## config.mk

```make
export PLATFORM = sky130hd
export DESIGN_NAME = muldiv_unit
export DESIGN_NICKNAME = d
export VERILOG_FILES = /design/src/rtl/muldiv_unit.sv
export SDC_FILE = /design/constraint.sdc
export NUM_CORES = 1
export LEC_CHECK = 0
export CORE_UTILIZATION = 50
export CTS_BUF_LIST = sky130_fd_sc_hd__clkbuf_8
export CTS_CLUSTER_SIZE = 30
export DETAILED_ROUTE_END_ITERATION = 8
export PLACE_DENSITY_LB_ADDON = 0.1
export SLEW_MARGIN = 20
export SYNTH_ARGS = -nofsm -noshare
export SYNTH_HDL_FRONTEND = slang
export SYNTH_SLANG_ARGS = --single-unit
```

## constraint.sdc

```tcl
create_clock -name clk -period 10.4 [get_ports clk]
set_clock_uncertainty 0.2 [all_clocks]
set_input_delay 3.12 -clock clk [delete_from_list [all_inputs] [get_ports clk]]
set_output_delay 3.12 -clock clk [all_outputs]
set_load 0.005 [all_outputs]
```

## src/rtl/muldiv_unit.sv

```systemverilog
// ----------------------------------------------------------------------------
// muldiv_unit
//   Iterative multiply/divide unit that owns the HI/LO register pair.
//   MULT/MULTU use a shift-add multiplier over a 2*WIDTH accumulator.
//   DIV/DIVU use a restoring divider with a (WIDTH+1)-bit partial remainder.
//   Signed operations run on magnitudes; the sign is fixed up in the final
//   cycle. An operation takes 33 cycles from the start edge to the result.
//
// Ports:
//   clk    in   clock, rising edge
//   rst    in   asynchronous, active-high reset
//   start  in   request a new operation (sampled only in IDLE)
//   op     in   2'b00 MULT, 2'b01 MULTU, 2'b10 DIV, 2'b11 DIVU
//   a      in   multiplicand / dividend
//   b      in   multiplier / divisor
//   mthi   in   write wdata to HI (only when not busy)
//   mtlo   in   write wdata to LO (only when not busy)
//   wdata  in   data for MTHI/MTLO
//   busy   out  operation in progress (CALC or FIX)
//   done   out  one-cycle pulse, hi/lo hold the new result
//   hi     out  HI register (upper product / remainder)
//   lo     out  LO register (lower product / quotient)
// ----------------------------------------------------------------------------
module muldiv_unit #(
  parameter int WIDTH = 32
) (
  input  logic             clk,
  input  logic             rst,
  input  logic             start,
  input  logic [1:0]       op,
  input  logic [WIDTH-1:0] a,
  input  logic [WIDTH-1:0] b,
  input  logic             mthi,
  input  logic             mtlo,
  input  logic [WIDTH-1:0] wdata,
  output logic             busy,
  output logic             done,
  output logic [WIDTH-1:0] hi,
  output logic [WIDTH-1:0] lo
);

  localparam logic [1:0] ST_IDLE = 2'd0;
  localparam logic [1:0] ST_CALC = 2'd1;
  localparam logic [1:0] ST_FIX  = 2'd2;

  localparam logic [5:0] LAST_ITER = 6'(WIDTH - 1);

  // Magnitude of x when the operation is signed and x is negative.
  function automatic logic [WIDTH-1:0] abs_if(input logic [WIDTH-1:0] x,
                                              input logic             is_signed);
    logic [WIDTH-1:0] r;
    if (is_signed && x[WIDTH-1]) begin
      r = -x;
    end else begin
      r = x;
    end
    return r;
  endfunction

  logic [1:0]         state_r;
  logic [5:0]         cnt_r;
  logic               is_div_r;
  logic               neg_xor_r;   // result sign: sign(a) ^ sign(b)
  logic               neg_a_r;     // dividend was negative: remainder sign
  logic [WIDTH-1:0]   mcand_r;     // multiplicand, or divisor for divides
  logic [WIDTH-1:0]   a_orig_r;    // raw dividend, returned on divide by zero
  logic [2*WIDTH-1:0] acc_r;       // product, or {unused, dividend/quotient}
  logic [WIDTH:0]     rem_r;       // partial remainder
  logic [WIDTH-1:0]   hi_r;
  logic [WIDTH-1:0]   lo_r;
  logic               busy_r;
  logic               done_r;

  logic               op_signed_s;
  logic [WIDTH-1:0]   a_mag_s;
  logic [WIDTH-1:0]   b_mag_s;
  logic [WIDTH:0]     mul_sum_s;
  logic [WIDTH:0]     div_shift_s;
  logic [WIDTH+1:0]   div_trial_s;
  logic [2*WIDTH-1:0] acc_next_s;
  logic [WIDTH:0]     rem_next_s;
  logic [2*WIDTH-1:0] prod_s;
  logic [WIDTH-1:0]   quot_s;
  logic [WIDTH-1:0]   remf_s;
  logic [WIDTH-1:0]   res_hi_s;
  logic [WIDTH-1:0]   res_lo_s;

  assign busy = busy_r;
  assign done = done_r;
  assign hi   = hi_r;
  assign lo   = lo_r;

  // Operand magnitudes captured at the start edge (op[0] = 0 means signed).
  always_comb begin
    op_signed_s = ~op[0];
    a_mag_s     = abs_if(a, op_signed_s);
    b_mag_s     = abs_if(b, op_signed_s);
  end

  // One iteration step: shift-add for multiply, restoring step for divide.
  always_comb begin
    mul_sum_s   = {1'b0, acc_r[2*WIDTH-1:WIDTH]}
                + (acc_r[0] ? {1'b0, mcand_r} : {(WIDTH+1){1'b0}});
    div_shift_s = {rem_r[WIDTH-1:0], acc_r[WIDTH-1]};
    div_trial_s = {1'b0, div_shift_s} - {2'b00, mcand_r};
    acc_next_s  = acc_r;
    rem_next_s  = rem_r;
    if (is_div_r) begin
      // Non-negative trial difference means the divisor fits: quotient bit 1.
      if (!div_trial_s[WIDTH+1]) begin
        rem_next_s = div_trial_s[WIDTH:0];
        acc_next_s = {acc_r[2*WIDTH-1:WIDTH], acc_r[WIDTH-2:0], 1'b1};
      end else begin
        rem_next_s = div_shift_s;
        acc_next_s = {acc_r[2*WIDTH-1:WIDTH], acc_r[WIDTH-2:0], 1'b0};
      end
    end else begin
      rem_next_s = rem_r;
      acc_next_s = {mul_sum_s, acc_r[WIDTH-1:1]};
    end
  end

  // Sign fix-up and divide-by-zero override applied in the FIX cycle.
  always_comb begin
    if (neg_xor_r) begin
      prod_s = -acc_r;
      quot_s = -acc_r[WIDTH-1:0];
    end else begin
      prod_s = acc_r;
      quot_s = acc_r[WIDTH-1:0];
    end
    if (neg_a_r) begin
      remf_s = -rem_r[WIDTH-1:0];
    end else begin
      remf_s = rem_r[WIDTH-1:0];
    end
    if (!is_div_r) begin
      res_hi_s = prod_s[2*WIDTH-1:WIDTH];
      res_lo_s = prod_s[WIDTH-1:0];
    end else if (mcand_r == {WIDTH{1'b0}}) begin
      res_hi_s = a_orig_r;
      res_lo_s = {WIDTH{1'b1}};
    end else begin
      res_hi_s = remf_s;
      res_lo_s = quot_s;
    end
  end

  // Control FSM, datapath registers and the HI/LO pair.
  always_ff @(posedge clk or posedge rst) begin
    if (rst) begin
      state_r   <= ST_IDLE;
      cnt_r     <= 6'd0;
      is_div_r  <= 1'b0;
      neg_xor_r <= 1'b0;
      neg_a_r   <= 1'b0;
      mcand_r   <= {WIDTH{1'b0}};
      a_orig_r  <= {WIDTH{1'b0}};
      acc_r     <= {(2*WIDTH){1'b0}};
      rem_r     <= {(WIDTH+1){1'b0}};
      hi_r      <= {WIDTH{1'b0}};
      lo_r      <= {WIDTH{1'b0}};
      busy_r    <= 1'b0;
      done_r    <= 1'b0;
    end else begin
      done_r <= 1'b0;
      case (state_r)
        ST_IDLE: begin
          // Moves land on this edge even when start is also high; the
          // result written at FIX overwrites them later.
          if (mthi) begin
            hi_r <= wdata;
          end
          if (mtlo) begin
            lo_r <= wdata;
          end
          if (start) begin
            state_r   <= ST_CALC;
            busy_r    <= 1'b1;
            cnt_r     <= 6'd0;
            is_div_r  <= op[1];
            neg_a_r   <= op_signed_s & a[WIDTH-1];
            neg_xor_r <= op_signed_s & (a[WIDTH-1] ^ b[WIDTH-1]);
            a_orig_r  <= a;
            rem_r     <= {(WIDTH+1){1'b0}};
            if (op[1]) begin
              mcand_r <= b_mag_s;
              acc_r   <= {{WIDTH{1'b0}}, a_mag_s};
            end else begin
              mcand_r <= a_mag_s;
              acc_r   <= {{WIDTH{1'b0}}, b_mag_s};
            end
          end
        end
        ST_CALC: begin
          acc_r <= acc_next_s;
          rem_r <= rem_next_s;
          cnt_r <= cnt_r + 6'd1;
          if (cnt_r == LAST_ITER) begin
            state_r <= ST_FIX;
          end
        end
        ST_FIX: begin
          hi_r    <= res_hi_s;
          lo_r    <= res_lo_s;
          done_r  <= 1'b1;
          busy_r  <= 1'b0;
          cnt_r   <= 6'd0;
          state_r <= ST_IDLE;
        end
        default: begin
          state_r <= ST_IDLE;
          busy_r  <= 1'b0;
          cnt_r   <= 6'd0;
        end
      endcase
    end
  end

endmodule

```

# Yosys cells after proc, flatten, opt, wreduce, memory -nomap -nowiden
# Cells that the tools add are included.
# classes
n_bitwise,5
addsub,8
eq_ne,9
reduce_logical,14
mux,32
# ops
cell,n
2-to-1 mux 32 bit,16
2-to-1 mux 64 bit,3
case mux 32 bit (2 select lines),3
negator 32 bit,4
case mux 64 bit (2 select lines),1
negator 64 bit,1
subtractor 33 x 32 -> 34 bit,1
adder 32 x 32 -> 33 bit,1
logical NOT 32 bit,1
"!= test 2 bit, second input constant",6
case mux 6 bit (2 select lines),1
AND reduction 2 bit,6
"adder 6 x 1 -> 6 bit, second input constant",1
"== test 6 x 5 -> 1 bit, second input constant",1
2-to-1 mux 6 bit,1
AND reduction 3 bit,2
2-to-1 mux 2 bit,2
case mux 2 bit (2 select lines),1
nonzero test 2 bit,2
2-to-1 mux 1 bit,3
bitwise AND 1 bit,2
"== test 2 x 1 -> 1 bit, second input constant",1
"== test 2 bit, second input constant",1
logical AND 1 bit,2
4 further kinds,5
# totals
out_inout_bits,66
regBits,237
inputBits,103
wordCells,82

# Logic depth before layout (Yosys ltp)
# depth
ltp_word,6
mapped_depth,14
mapped_depth_nobuf,13

# Worst setup path before layout
# No wires, ideal clock.
# synth_timing
path_type,input to register
startpoint,in a[9]
endpoint,reg acc_r[18]
t_required_ns,10.063
setup_ns,0.137
setup_slack_ns,4.828
path_stages,8
path_buffers,0
t_arrival_ns,5.235
path_cell_list,or4_1 or4_1 or2_1 o41ai_1 xor2_1 a211oi_1 a211oi_1 a21oi_1
# synth_via
elab_chain_cells,5
# synth_rtl
element,line,text
start: declaration,31,"input logic [WIDTH-1:0] a,"
negator 32 bit,53,r = -x;
2-to-1 mux 32 bit,52,if (is_signed && x[WIDTH-1]) begin
2-to-1 mux 32 bit,186,if (op[1]) begin
2-to-1 mux 64 bit,177,if (start) begin
case mux 64 bit (2 select lines),167,case (state_r)
end signal: assignment,188,"acc_r <= {{WIDTH{1'b0}}, a_mag_s};"
end signal: assignment,191,"acc_r <= {{WIDTH{1'b0}}, b_mag_s};"
end signal: assignment,196,acc_r <= acc_next_s;
end: declaration,67,logic [2*WIDTH-1:0] acc_r;
# No other way between the ends. The select of a mux whose other input is x is not followed.
# A chain may end at the register's enable or synchronous reset.

# Final worst setup path
# layout_timing
startpoint,in a[7]
endpoint,reg acc_r[27]
# Same word-level chain as after synthesis.

==> metrics.txt <==
Pleak 8.746 nW; crit path max fanout 5; Power Density 276.8 mW/mm²; FFs w/ async S/R, synth 1.000; Root Buffer clkbuf_8; Slew Viols, Final 0; vias in the first global route 16000; worst vdd ir 0.1027 mV; Buf/Inv on CP 1; Area growth syn-to-layout 16.03%; Inst Count DP 2723; DR iter-0 viols 1916; post-synthesis cell area around 0.018 mm²; period utilization 0.5806; status completed; final hold violation count 0; worst path required time 10.65 ns; Simple-Gate Fraction of Synth Area 0.1846; GR Layer Usage met1 0.5007; total core area approximately 0.035 mm²; Flop pwr share 0.312; CTS resizes 0; routed wire length 61.66 mm; Compound-Gate Fraction of Synth Area 0.2526; I/O pins 169; Netlist cell types 79; Top FF cell, synth dfrtp_1; clock latency at the later pin of the worst-skew pair 0.57 ns; Vias/cell 6.230; CTS tree yes; port bufs roughly 170; First-pass DRT Iterations 5; Post-synth EDFFs 0; Inserted Diodes 0; Sw Share 0.4662; row cnt 68; worst rel slew slack 0.3173; multi-input logic area 0.01102 mm²; cell count after synthesis 2212; Mapped Avg Cell Area 8.011 µm²; global route hottest layer met2; mux contribution to synthesized area 0.03290; first-pass GRT wire length ~94 mm; Comb pwr share 0.523; Die Y 190.3 µm; Largest delay share family, worst path simple AND/OR/NAND/NOR gates; H-tree Lvls 2; crit-path cells clkdlybuf4s50_1 > or4_1 > or4_1 > nor3_2 > nand2_1 > o21ai_0 > xor2_1 > nand2_1 > o21ai_0 > a221oi_1; largest family of logic cells by synthesized area compound AO/OA/AOI/OAI gates; die area around 0.036 mm²; met3 usage 0.05723; Final setup violation count 0; fmax 0.1656 GHz; CTS Hold Buffers Added 0; net switching power between 2 and 3 mW; post-CTS setup repair buffer count 0; NumNets Final 2488; Worst path slowest cell or4_1; initial core utilization 0.5105; unrepaired setup endpoints after global routing no; Pint 3.038 mW; CTS buffer count 44; crit path DAT about 6.3 ns; Clock power frac 0.165; DRT antenna net count 0; CP endpoint kind flop; Setup TNS 0 ns; clk sink count 237; max incr delay on CP 0.63 ns; met2 GRT Util 0.5067; initial antenna violation count 2; Synth Area in Adders 0.05098; layout cells sized above 1 0.05579; syn_nets 2386; Startpoint Class primary input; Reg clk slew, reported paths 0.06 ns; DR DRC count 0; via count roughly 17000; max-cap violations 0; post-route minimum period 6.038 ns; largest net degree at the start of global routing 114; most common cell after layout, fill and taps aside nand2_1; Worst-Margin Slew between 1 and 1.5 ns; Remaining Overflow, GRT 0; sequential element share of the synthesized area 0.3347; Synth Area in XOR/XNOR 0.09886; gr usage total 0.3398; commonest non-fill, non-tap cells in the layout nand2_1 (335), dfrtp_1 (235), o21ai_0 (225); Placer Congestion ~0.96; total power 5.691 mW; Hold Path Class flop to flop; die width 190.3 µm; number of fill cells 3303; Setup CP Type primary input to flop; dpl hpwl 46.92 mm; Post-Layout Cell Count 2803; clock tree buffer depth 3; Synthesis Warnings 0; Synth Register Bits between 200 and 250; DR WL/cell 22.00 µm; fin util 0.5923; flip-flop and latch area 0.005933 mm²
worst min-delay path: stages, from the launching register on:
cell	delay, ns
dfrtp_1	0.34
nand2_1	0.04
o21ai_0	0.06
layer usage:
layer,vias up,wire length [µm]
met1,8288,27410
met5,-,27
met4,4,2012
met2,916,26460
met3,125,5743
li1,8131,-
state kept, by name, summed over array words and instances (netlist names):
signal and cells:
is_div_r 1, cnt_r 6, neg_xor_r 1, busy 1
lo 32, acc_r 64, rem_r 32, mcand_r 32
hi 32, neg_a_r 1, state_r 2, a_orig_r 32
done 1
through the flow:
stage	hold slack, ns	area [µm²]	worst slack (ns)
after global placement	0.2542	19640	3.961
after floorplan	0.2404	17720	0.5770
final	0.2770	20560	4.362
after detailed placement	0.2689	19640	3.845
after global routing	0.2928	20560	4.163
after CTS	0.2819	20560	4.404
synth_stat cells, types with 4 or more instances:
cell	number	area, µm²
a31oi_1	15	93.84
a21o_1	40	300.3
nor2_1	177	664.4
nor3_1	25	125.1
or4_1	24	180.2
dfrtp_1	237	5931
o31ai_1	45	337.8
nand2b_1	15	93.84
or2_2	10	62.56
a211oi_1	47	352.8
nor2b_1	11	68.82
o211ai_1	20	150.1
o31a_1	6	52.55
o21ai_0	225	1126
a21oi_1	158	790.8
xnor2_1	108	945.9
o22ai_1	49	306.5
buf_1	10	37.54
o221ai_1	8	70.07
nor3b_1	7	52.55
mux2i_1	56	560.5
and2_1	6	37.54
inv_1	72	270.3
clkbuf_1	116	435.4
o41ai_1	19	166.4
o21bai_1	8	60.06
xor2_1	92	805.8
nand4_1	4	25.02
a211o_1	5	43.79
a22oi_1	9	67.56
o21ai_1	21	105.1
nand3_1	34	170.2
nor4_1	12	75.07
and3_1	7	43.79
o21a_1	7	52.55
a32oi_1	8	70.07
ha_1	69	863.3
a2111oi_0	4	35.03
or3_1	26	162.7
nand2_1	336	1261
area by class of cell:
cell class	instances	area share
Sequential cell	237	0.2886
Clock buffer	55	0.03682
Inverter	74	0.01388
Multi-Input combinational cell	1768	0.5360
Clock inverter	25	0.007668
Tap cell	455	0.02769
Timing Repair Buffer	189	0.08934
power by group through the flow:
stage	registers [mW]	logic [mW]	clock network (mW)
finish	1.77	2.98	0.938
floorplan	1.52	2.18	0
detailed placement	1.77	2.91	0
CTS	1.75	2.92	0.950
global placement	1.76	2.85	0
global route	1.80	3.28	0.989
worst paths after layout:
check	from	to	slack, ns	depth (start not counted)
max in group asynchronous	rst	rem_r[16]$_DFFE_PP0P_	5.66	3
setup / recovery	a[7]	acc_r[27]$_DFFE_PP0P_	4.36	10
hold / removal	lo[6]$_DFFE_PP0P_	lo[6]$_DFFE_PP0P_	0.28	2
hold reg to reg	lo[6]$_DFFE_PP0P_	lo[6]$_DFFE_PP0P_	0.28	2
setup reg to reg	acc_r[0]$_DFFE_PP0P_	hi[4]$_DFFE_PP0P_	5.70	10
min in group asynchronous	rst	hi[9]$_DFFE_PP0P_	2.88	2
cells by family (layout without fill, tap and decap cells):
kind of cell             after synthesis  count (layout)
flip-flops                           237             237
AND/OR/NAND/NOR                      715             715
XOR/XNOR                             200             200
AO/OA/AOI/OAI                        724             724
multiplexers                          58              58
adder cells (fa/ha/maj)               71              71
buffers and inverters                207             343
Note: power is estimated with default switching activity, not from simulation.
